[config.mk]
export PLATFORM = sky130hd
export DESIGN_NAME = spi_txn_sequencer
export DESIGN_NICKNAME = d
export VERILOG_FILES = /design/src/rtl/npu_spi_pkg.sv /design/src/rtl/spi_req_fifo.sv /design/src/rtl/spi_txn_sequencer.sv
export SDC_FILE = /design/constraint.sdc
export NUM_CORES = 1
export LEC_CHECK = 0
export BUFFER_PORTS_ARGS = -buffer_cell sky130_fd_sc_hd__buf_4
export CORE_MARGIN = 2
export CORE_UTILIZATION = 35
export CTS_CLUSTER_DIAMETER = 150
export DETAILED_ROUTE_END_ITERATION = 10
export PLACE_DENSITY = 0.53
export SYNTH_ARGS = -nofsm -noshare
export SYNTH_HDL_FRONTEND = slang
export SYNTH_SLANG_ARGS = --single-unit
[constraint.sdc]
create_clock -name sclk -period 2.8 [get_ports sclk]
set_clock_uncertainty 0.2 [all_clocks]
set_input_delay 0.42 -clock sclk [delete_from_list [all_inputs] [get_ports sclk]]
set_output_delay 0.42 -clock sclk [all_outputs]
set_load 0.02 [all_outputs]
[src/rtl/npu_spi_pkg.sv]
// Shared types for the SPI transaction sequencer: commands, FSM states,
// header field positions and the tile-access request entry.
package npu_spi_pkg;

    typedef enum logic [7:0] {
        CMD_NOP   = 8'h00,
        CMD_WRITE = 8'h01,
        CMD_READ  = 8'h02,
        CMD_EXEC  = 8'h03,
        CMD_CLR   = 8'h04
    } cmd_e;

    typedef enum logic [1:0] {
        ST_IDLE    = 2'd0,
        ST_WR_DATA = 2'd1,
        ST_RD_GEN  = 2'd2
    } state_e;

    localparam int CMD_MSB  = 23;
    localparam int CMD_LSB  = 16;
    localparam int TI_MSB   = 15;
    localparam int TI_LSB   = 13;
    localparam int TJ_MSB   = 12;
    localparam int TJ_LSB   = 10;
    localparam int OP_MSB   = 9;
    localparam int OP_LSB   = 7;
    localparam int LEN_MSB  = 3;
    localparam int LEN_LSB  = 0;
    localparam int BYTE_MSB = 7;
    localparam int BYTE_LSB = 0;

    typedef struct packed {
        logic       we;
        logic [2:0] tile_i;
        logic [2:0] tile_j;
        logic [2:0] op;
        logic [3:0] addr;
        logic [7:0] wdata;
    } req_entry_t;

    function automatic req_entry_t make_entry(
        input logic       we,
        input logic [2:0] tile_i,
        input logic [2:0] tile_j,
        input logic [2:0] op,
        input logic [3:0] addr,
        input logic [7:0] wdata
    );
        req_entry_t e;
        e.we     = we;
        e.tile_i = tile_i;
        e.tile_j = tile_j;
        e.op     = op;
        e.addr   = addr;
        e.wdata  = wdata;
        return e;
    endfunction

endpackage

[src/rtl/spi_req_fifo.sv]
// Synchronous request queue of req_entry_t; a push into a full queue is
// accepted only when a pop happens in the same cycle.
module spi_req_fifo
    import npu_spi_pkg::*;
#(
    parameter  int DEPTH = 4,
    localparam int AW    = $clog2(DEPTH)
) (
    input  logic       clk,
    input  logic       rst_n,
    input  logic       push,
    input  req_entry_t push_data,
    input  logic       pop,
    output req_entry_t head,
    output logic       full,
    output logic       empty,
    output logic [AW:0] count
);

    req_entry_t      mem_q [DEPTH];
    logic [AW-1:0]   wr_ptr_q, wr_ptr_d;
    logic [AW-1:0]   rd_ptr_q, rd_ptr_d;
    logic [AW:0]     count_q, count_d;
    logic            do_push_s, do_pop_s;

    assign full      = (count_q == (AW+1)'(DEPTH));
    assign empty     = (count_q == '0);
    assign count     = count_q;
    assign head      = mem_q[rd_ptr_q];
    assign do_pop_s  = pop && !empty;
    assign do_push_s = push && (!full || do_pop_s);

    // Pointer and occupancy next-state
    always_comb begin
        wr_ptr_d = wr_ptr_q;
        rd_ptr_d = rd_ptr_q;
        count_d  = count_q;
        if (do_push_s) begin
            wr_ptr_d = wr_ptr_q + AW'(1);
        end else begin
            wr_ptr_d = wr_ptr_q;
        end
        if (do_pop_s) begin
            rd_ptr_d = rd_ptr_q + AW'(1);
        end else begin
            rd_ptr_d = rd_ptr_q;
        end
        case ({do_push_s, do_pop_s})
            2'b10:   count_d = count_q + (AW+1)'(1);
            2'b01:   count_d = count_q - (AW+1)'(1);
            default: count_d = count_q;
        endcase
    end

    // Pointer and occupancy registers
    always_ff @(posedge clk or negedge rst_n) begin
        if (!rst_n) begin
            wr_ptr_q <= '0;
            rd_ptr_q <= '0;
            count_q  <= '0;
        end else begin
            wr_ptr_q <= wr_ptr_d;
            rd_ptr_q <= rd_ptr_d;
            count_q  <= count_d;
        end
    end

    // Entry storage; contents are don't-care while the slot is unoccupied
    always_ff @(posedge clk) begin
        if (do_push_s) begin
            mem_q[wr_ptr_q] <= push_data;
        end
    end

endmodule

[src/rtl/spi_txn_sequencer.sv]
// Turns received 24-bit SPI frames into queued tile-access requests and
// returns read data as MISO bytes.
module spi_txn_sequencer
    import npu_spi_pkg::*;
#(
    parameter int FIFO_DEPTH = 4
) (
    input  logic        sclk,
    input  logic        rst_n,
    input  logic        cs_n,
    input  logic        frm_valid,
    input  logic [23:0] frm_data,
    output logic        acc_req,
    input  logic        acc_gnt,
    output logic        acc_we,
    output logic [2:0]  acc_tile_i,
    output logic [2:0]  acc_tile_j,
    output logic [2:0]  acc_op,
    output logic [3:0]  acc_addr,
    output logic [7:0]  acc_wdata,
    input  logic        acc_rvalid,
    input  logic [7:0]  acc_rdata,
    output logic [7:0]  tx_byte,
    output logic        tx_load,
    output logic        busy,
    output logic        err_ovf,
    output logic        err_cmd
);

    localparam int CW = $clog2(FIFO_DEPTH) + 1;

    state_e        state_q, state_d;
    logic [3:0]    cnt_q, cnt_d, len_q, len_d;
    logic [2:0]    ti_q, ti_d, tj_q, tj_d, op_q, op_d;
    logic          err_ovf_q, err_ovf_d, err_cmd_q, err_cmd_d;
    logic [7:0]    tx_byte_q, tx_byte_d;
    logic          tx_load_q, tx_load_d;

    logic [7:0]    hdr_cmd_s;
    logic [2:0]    hdr_ti_s, hdr_tj_s, hdr_op_s;
    logic [3:0]    hdr_len_s;
    logic [7:0]    data_byte_s;
    logic          push_s, pop_s, can_push_s, last_beat_s;
    logic          fifo_full_s, fifo_empty_s;
    logic [CW-1:0] fifo_count_s;
    req_entry_t    push_entry_s, head_s, acc_head_s;

    assign hdr_cmd_s   = frm_data[CMD_MSB:CMD_LSB];
    assign hdr_ti_s    = frm_data[TI_MSB:TI_LSB];
    assign hdr_tj_s    = frm_data[TJ_MSB:TJ_LSB];
    assign hdr_op_s    = frm_data[OP_MSB:OP_LSB];
    assign hdr_len_s   = frm_data[LEN_MSB:LEN_LSB];
    assign data_byte_s = frm_data[BYTE_MSB:BYTE_LSB];

    assign pop_s       = acc_req && acc_gnt;
    assign can_push_s  = !fifo_full_s || pop_s;
    assign last_beat_s = (cnt_q == len_q);

    spi_req_fifo #(.DEPTH(FIFO_DEPTH)) u_fifo (
        .clk       (sclk),
        .rst_n     (rst_n),
        .push      (push_s),
        .push_data (push_entry_s),
        .pop       (pop_s),
        .head      (head_s),
        .full      (fifo_full_s),
        .empty     (fifo_empty_s),
        .count     (fifo_count_s)
    );

    // Fields read as zero while nothing is queued so reset leaves them at 0
    assign acc_head_s = fifo_empty_s ? '0 : head_s;
    assign acc_req    = !fifo_empty_s;
    assign acc_we     = acc_head_s.we;
    assign acc_tile_i = acc_head_s.tile_i;
    assign acc_tile_j = acc_head_s.tile_j;
    assign acc_op     = acc_head_s.op;
    assign acc_addr   = acc_head_s.addr;
    assign acc_wdata  = acc_head_s.wdata;

    assign busy    = (state_q != ST_IDLE) || (fifo_count_s != '0);
    assign err_ovf = err_ovf_q;
    assign err_cmd = err_cmd_q;
    assign tx_byte = tx_byte_q;
    assign tx_load = tx_load_q;

    // FSM state register
    always_ff @(posedge sclk or negedge rst_n) begin
        if (!rst_n) begin
            state_q <= ST_IDLE;
        end else begin
            state_q <= state_d;
        end
    end

    // FSM next state; cs_n high aborts any burst
    always_comb begin
        state_d = state_q;
        case (state_q)
            ST_IDLE: begin
                if (frm_valid && (hdr_cmd_s == CMD_WRITE)) begin
                    state_d = ST_WR_DATA;
                end else if (frm_valid && (hdr_cmd_s == CMD_READ)) begin
                    state_d = ST_RD_GEN;
                end else begin
                    state_d = ST_IDLE;
                end
            end
            ST_WR_DATA: begin
                if (cs_n) begin
                    state_d = ST_IDLE;
                end else if (frm_valid && can_push_s && last_beat_s) begin
                    state_d = ST_IDLE;
                end else begin
                    state_d = ST_WR_DATA;
                end
            end
            ST_RD_GEN: begin
                if (cs_n) begin
                    state_d = ST_IDLE;
                end else if (can_push_s && last_beat_s) begin
                    state_d = ST_IDLE;
                end else begin
                    state_d = ST_RD_GEN;
                end
            end
            default: state_d = ST_IDLE;
        endcase
    end

    // FSM outputs: queue pushes, beat counter, header latch, error flags
    always_comb begin
        push_s       = 1'b0;
        push_entry_s = '0;
        cnt_d        = cnt_q;
        len_d        = len_q;
        ti_d         = ti_q;
        tj_d         = tj_q;
        op_d         = op_q;
        err_ovf_d    = err_ovf_q;
        err_cmd_d    = err_cmd_q;
        case (state_q)
            ST_IDLE: begin
                if (frm_valid) begin
                    case (hdr_cmd_s)
                        CMD_NOP: begin
                            cnt_d = cnt_q;
                        end
                        CMD_WRITE, CMD_READ: begin
                            ti_d  = hdr_ti_s;
                            tj_d  = hdr_tj_s;
                            op_d  = hdr_op_s;
                            len_d = hdr_len_s;
                            cnt_d = 4'd0;
                        end
                        CMD_EXEC: begin
                            push_entry_s = make_entry(1'b0, hdr_ti_s, hdr_tj_s, hdr_op_s, 4'd0, 8'd0);
                            if (can_push_s) begin
                                push_s = 1'b1;
                            end else begin
                                err_ovf_d = 1'b1;
                            end
                        end
                        CMD_CLR: begin
                            err_ovf_d = 1'b0;
                            err_cmd_d = 1'b0;
                        end
                        default: err_cmd_d = 1'b1;
                    endcase
                end else begin
                    cnt_d = cnt_q;
                end
            end
            ST_WR_DATA: begin
                push_entry_s = make_entry(1'b1, ti_q, tj_q, op_q, cnt_q, data_byte_s);
                if (!cs_n && frm_valid) begin
                    if (can_push_s) begin
                        push_s = 1'b1;
                        cnt_d  = last_beat_s ? cnt_q : cnt_q + 4'd1;
                    end else begin
                        err_ovf_d = 1'b1;
                    end
                end else begin
                    cnt_d = cnt_q;
                end
            end
            ST_RD_GEN: begin
                push_entry_s = make_entry(1'b0, ti_q, tj_q, op_q, cnt_q, 8'd0);
                if (!cs_n) begin
                    if (frm_valid) begin
                        err_cmd_d = 1'b1;
                    end else begin
                        err_cmd_d = err_cmd_q;
                    end
                    if (can_push_s) begin
                        push_s = 1'b1;
                        cnt_d  = last_beat_s ? cnt_q : cnt_q + 4'd1;
                    end else begin
                        cnt_d = cnt_q;
                    end
                end else begin
                    cnt_d = cnt_q;
                end
            end
            default: begin
                push_s = 1'b0;
            end
        endcase
    end

    // Burst context and sticky error flags
    always_ff @(posedge sclk or negedge rst_n) begin
        if (!rst_n) begin
            cnt_q     <= 4'd0;
            len_q     <= 4'd0;
            ti_q      <= 3'd0;
            tj_q      <= 3'd0;
            op_q      <= 3'd0;
            err_ovf_q <= 1'b0;
            err_cmd_q <= 1'b0;
        end else begin
            cnt_q     <= cnt_d;
            len_q     <= len_d;
            ti_q      <= ti_d;
            tj_q      <= tj_d;
            op_q      <= op_d;
            err_ovf_q <= err_ovf_d;
            err_cmd_q <= err_cmd_d;
        end
    end

    // Read-return capture for the MISO shifter
    always_comb begin
        tx_load_d = acc_rvalid;
        if (acc_rvalid) begin
            tx_byte_d = acc_rdata;
        end else begin
            tx_byte_d = tx_byte_q;
        end
    end

    // Read-return registers
    always_ff @(posedge sclk or negedge rst_n) begin
        if (!rst_n) begin
            tx_byte_q <= 8'h00;
            tx_load_q <= 1'b0;
        end else begin
            tx_byte_q <= tx_byte_d;
            tx_load_q <= tx_load_d;
        end
    end

endmodule

==> impl_metrics.env <==
export IMPL_crit_start="u_fifo.rd_ptr_q[0]"
export IMPL_crit_required_ns=2.18
export IMPL_reg2reg_from="state_q[0]"
export IMPL_nets=473
export IMPL_first_global_vias=3252
export IMPL_die_w_um=127.8
export IMPL_cts_setup_buffers=0
export IMPL_ys_ff_latch=125
export IMPL_insertion_delay_ns=0.41
export IMPL_synth_most_common_cell="edfxtp_1"
export IMPL_clock_sinks=125
export IMPL_slew_limit_headroom_pct=32.61
export IMPL_clockRootBuffer="clkbuf_16"
export IMPL_vias=3109
export IMPL_portBuffers=72
export IMPL_setup_tns_ns=0
export IMPL_antenna_found_initial=0
export IMPL_worst_slew_pin_slew_ns=1.007
export IMPL_fin_crit_sh_pct=92.93
export IMPL_cts_tree="done"
export IMPL_layout_cells_non_filler=625
export IMPL_grt_pass1_wl_mm=17.59
export IMPL_reg2reg_slack_ns=0.26
export IMPL_start_util_pct=35.55
export IMPL_crit_top_cell="buf_4"
export IMPL_path_cells="buf_4, mux4_2, and2_1, buf_4"
export IMPL_detail_route_antenna_nets=0
export IMPL_route_detailed_drc=0
export IMPL_num_fill_cells=1344
export IMPL_timing_final_crit_period_ns=2.602
export IMPL_fmax_ghz=0.3843
export IMPL_yosysTopAreaCellShare_pct=49.27
export IMPL_timing_rr_end="u_fifo.count[2]"
export IMPL_cap_violations=0
export IMPL_n_antenna_cell=0
export IMPL_worstPathArrival_ns=1.98
export IMPL_synth_edff_count=88
export IMPL_ys_flop_type="edfxtp_1"
export IMPL_clk_pin_slew_ns=0.06
export IMPL_finalSetupViolCount=0
export IMPL_post_place_cells=591
export IMPL_min_path_type="in -> reg"
export IMPL_drive_gt1_share_pct=40.96
export IMPL_synth_cell_types=43
export IMPL_die_area_um2=16330
export IMPL_first_pass_iters=4
export IMPL_syn_nets=373
export IMPL_wirelength_mm=11.18
export IMPL_maxSlewViolCount=0
export IMPL_rows=45
export IMPL_cts_made_buffers=17
export IMPL_syn_area_um2=5364
export IMPL_yosysWarnings=0
export IMPL_grtUsageTotal_pct=14.58
export IMPL_critPathMaxFanout=16
export IMPL_power_density_nw_per_um2=777.3
export IMPL_grt_max_degree=38
export IMPL_clockBufferDepth=2
export IMPL_die_h_um=127.8
export IMPL_io_pins=73
export IMPL_crit_path_start_kind="register"
export IMPL_cp_slowest_cell="mux4_2"
export IMPL_finalHoldViolCount=0
export IMPL_synthTopCellsByArea="edfxtp_1 49%, dfrtp_1 17%, mux4_2 9.2%"
export IMPL_yosysTopAreaCell="edfxtp_1"
export IMPL_whs_ns=0.02519
export IMPL_finalCoreUtilization_pct=45.66
export IMPL_reg2reg_depth=13
export IMPL_ys_top_cells_by_count="88 x edfxtp_1, 37 x dfrtp_1, 34 x and2_1"
export IMPL_cp_end_kind="primary output"
export IMPL_crit_type="reg -> out"
export IMPL_avgViaCountPerCell=4.974
export IMPL_min_delay_start="frm_data[18]"
export IMPL_synthArstFlopShare_pct=29.60
export IMPL_critical_path_endpoint="acc_we"
export IMPL_avgSynthCellArea_um2=16.56
export IMPL_drtIter0Drc=134
export IMPL_ir_worst_vdd_v=0.0004761
export IMPL_ys_seq_area_share_pct=66.53
export IMPL_status="complete, no violations"
export IMPL_gp_congestion=0.8241
export IMPL_grt_overflow=0
export IMPL_htreeDepth=4
export IMPL_rsz0062_at_grt="false"
export IMPL_max_stage_delay_ns=0.58
export IMPL_p_leak_nw=2.713
export IMPL_synthToLayoutAreaGrowth_pct=28.43
export IMPL_cts_resized_gates=0
export IMPL_floorplan_core_area_um2=15090
export IMPL_routedWlPerCell_um=17.89
export IMPL_dp_hpwl_mm=7.679
export IMPL_total_power_mw=5.355
export IMPL_syn_inst=324
report_power, final:
group	internal [mW]	total (mW)	leakage, nW	switching (mW)
Clock	1.26	2.10	0.280	0.844
Sequential	2.05	2.10	1.31	0.0548
Combinational	0.550	1.15	1.12	0.601
sequential cells by signal (all words and copies together), names as in the netlist:
name             flops
cnt_q                4
state_q              2
u_fifo.count         3
err_ovf              1
u_fifo.mem_q        88
ti_q                 3
u_fifo.rd_ptr_q      2
tx_byte              8
u_fifo.wr_ptr_q      2
tj_q                 3
len_q                4
tx_load              1
op_q                 3
err_cmd              1
area by class of cell:
class | instances | area (µm²) | area share [%]
Sequential cell | 125 | 3568 | 51.80
Multi-Input combinational cell | 174 | 1703 | 24.72
Timing Repair Buffer | 92 | 758.2 | 11.01
Clock buffer | 18 | 439.2 | 6.375
Tap cell | 188 | 235.2 | 3.414
Clock inverter | 14 | 132.6 | 1.925
Inverter | 14 | 52.55 | 0.7628
through the flow:
step / instance area [µm²] / setup slack [ns]
final: 6889 / 0.1980
after global routing: 6889 / 0.06997
after CTS: 6889 / 0.1342
after detailed placement: 6297 / 0.04671
after global placement: 6297 / 0.06973
after floorplan: 5369 / -0.007684
layer usage:
| layer | vias to the layer above | share of wire (%) | track usage, % |
|---|---|---|---|
| li1 | 1438 | - | - |
| met5 | - | 0 | 0 |
| met1 | 1562 | 46 | 19.05 |
| met2 | 93 | 49 | 23.34 |
| met3 | 16 | 4.8 | 4.424 |
| met4 | 0 | 1.1 | 4.848 |
worst min path at each step:
| stage | to | slack [ns] | depth (start not counted) |
|---|---|---|---|
| final | err_cmd | 0.03 | 2 |
| after global routing | err_cmd | 0.01 | 2 |
| after CTS | err_cmd | 0.007 | 2 |
| after detailed placement | tx_byte[1] | 0.24 | 1 |
| after global placement | tx_byte[0] | 0.23 | 1 |
| after floorplan | cnt_q[0] | -0.08 | 0 |
logic make-up (layout without fill, tap and decap cells):
logic type	count (synthesis)	in the layout	synth area share (%)
and+or+nand+nor	76	76	8.608
AOI/OAI and AO/OA	30	30	4.222
DFF	125	125	66.53
xor gates and xnor gates	11	11	1.796
adders and majority gates	11	11	2.706
buffers and inverters	25	138	1.819
muxes	46	46	14.32
worst max-delay path: cells and delay by family (launching register included):
kind | cells | cell delay, ns
buf+inv | 2 | 0.47
flops | 1 | 0.34
mux | 1 | 0.58
simple gates | 1 | 0.18
what timing repair did:
action	in CTS	in global routing
hold endpoints to repair	38	0
endpoints found under the setup margin	0	0
hold buffers	2	0
cells in the final DEF (no fill, tap or decap), types with 2 or more instances in the layout:
master,synthesis,layout
edfxtp_1,88,88
dfrtp_1,37,37
clkinv_4,0,2
buf_4,0,85
clkinv_2,0,3
xor2_1,4,4
and2_1,34,34
inv_6,0,5
nand4_1,2,2
dlygate4sd3_1,0,2
buf_12,0,5
mux4_2,22,22
clkbuf_16,0,17
a21oi_1,3,3
a22o_1,10,10
nor2_1,13,13
mux2_2,22,22
clkinvlp_4,0,2
nand2_1,10,10
and2_2,4,4
o21ai_0,4,4
a31oi_1,5,5
inv_1,14,14
xnor2_1,7,7
ha_1,10,10
(Power assumes the default switching activity.)
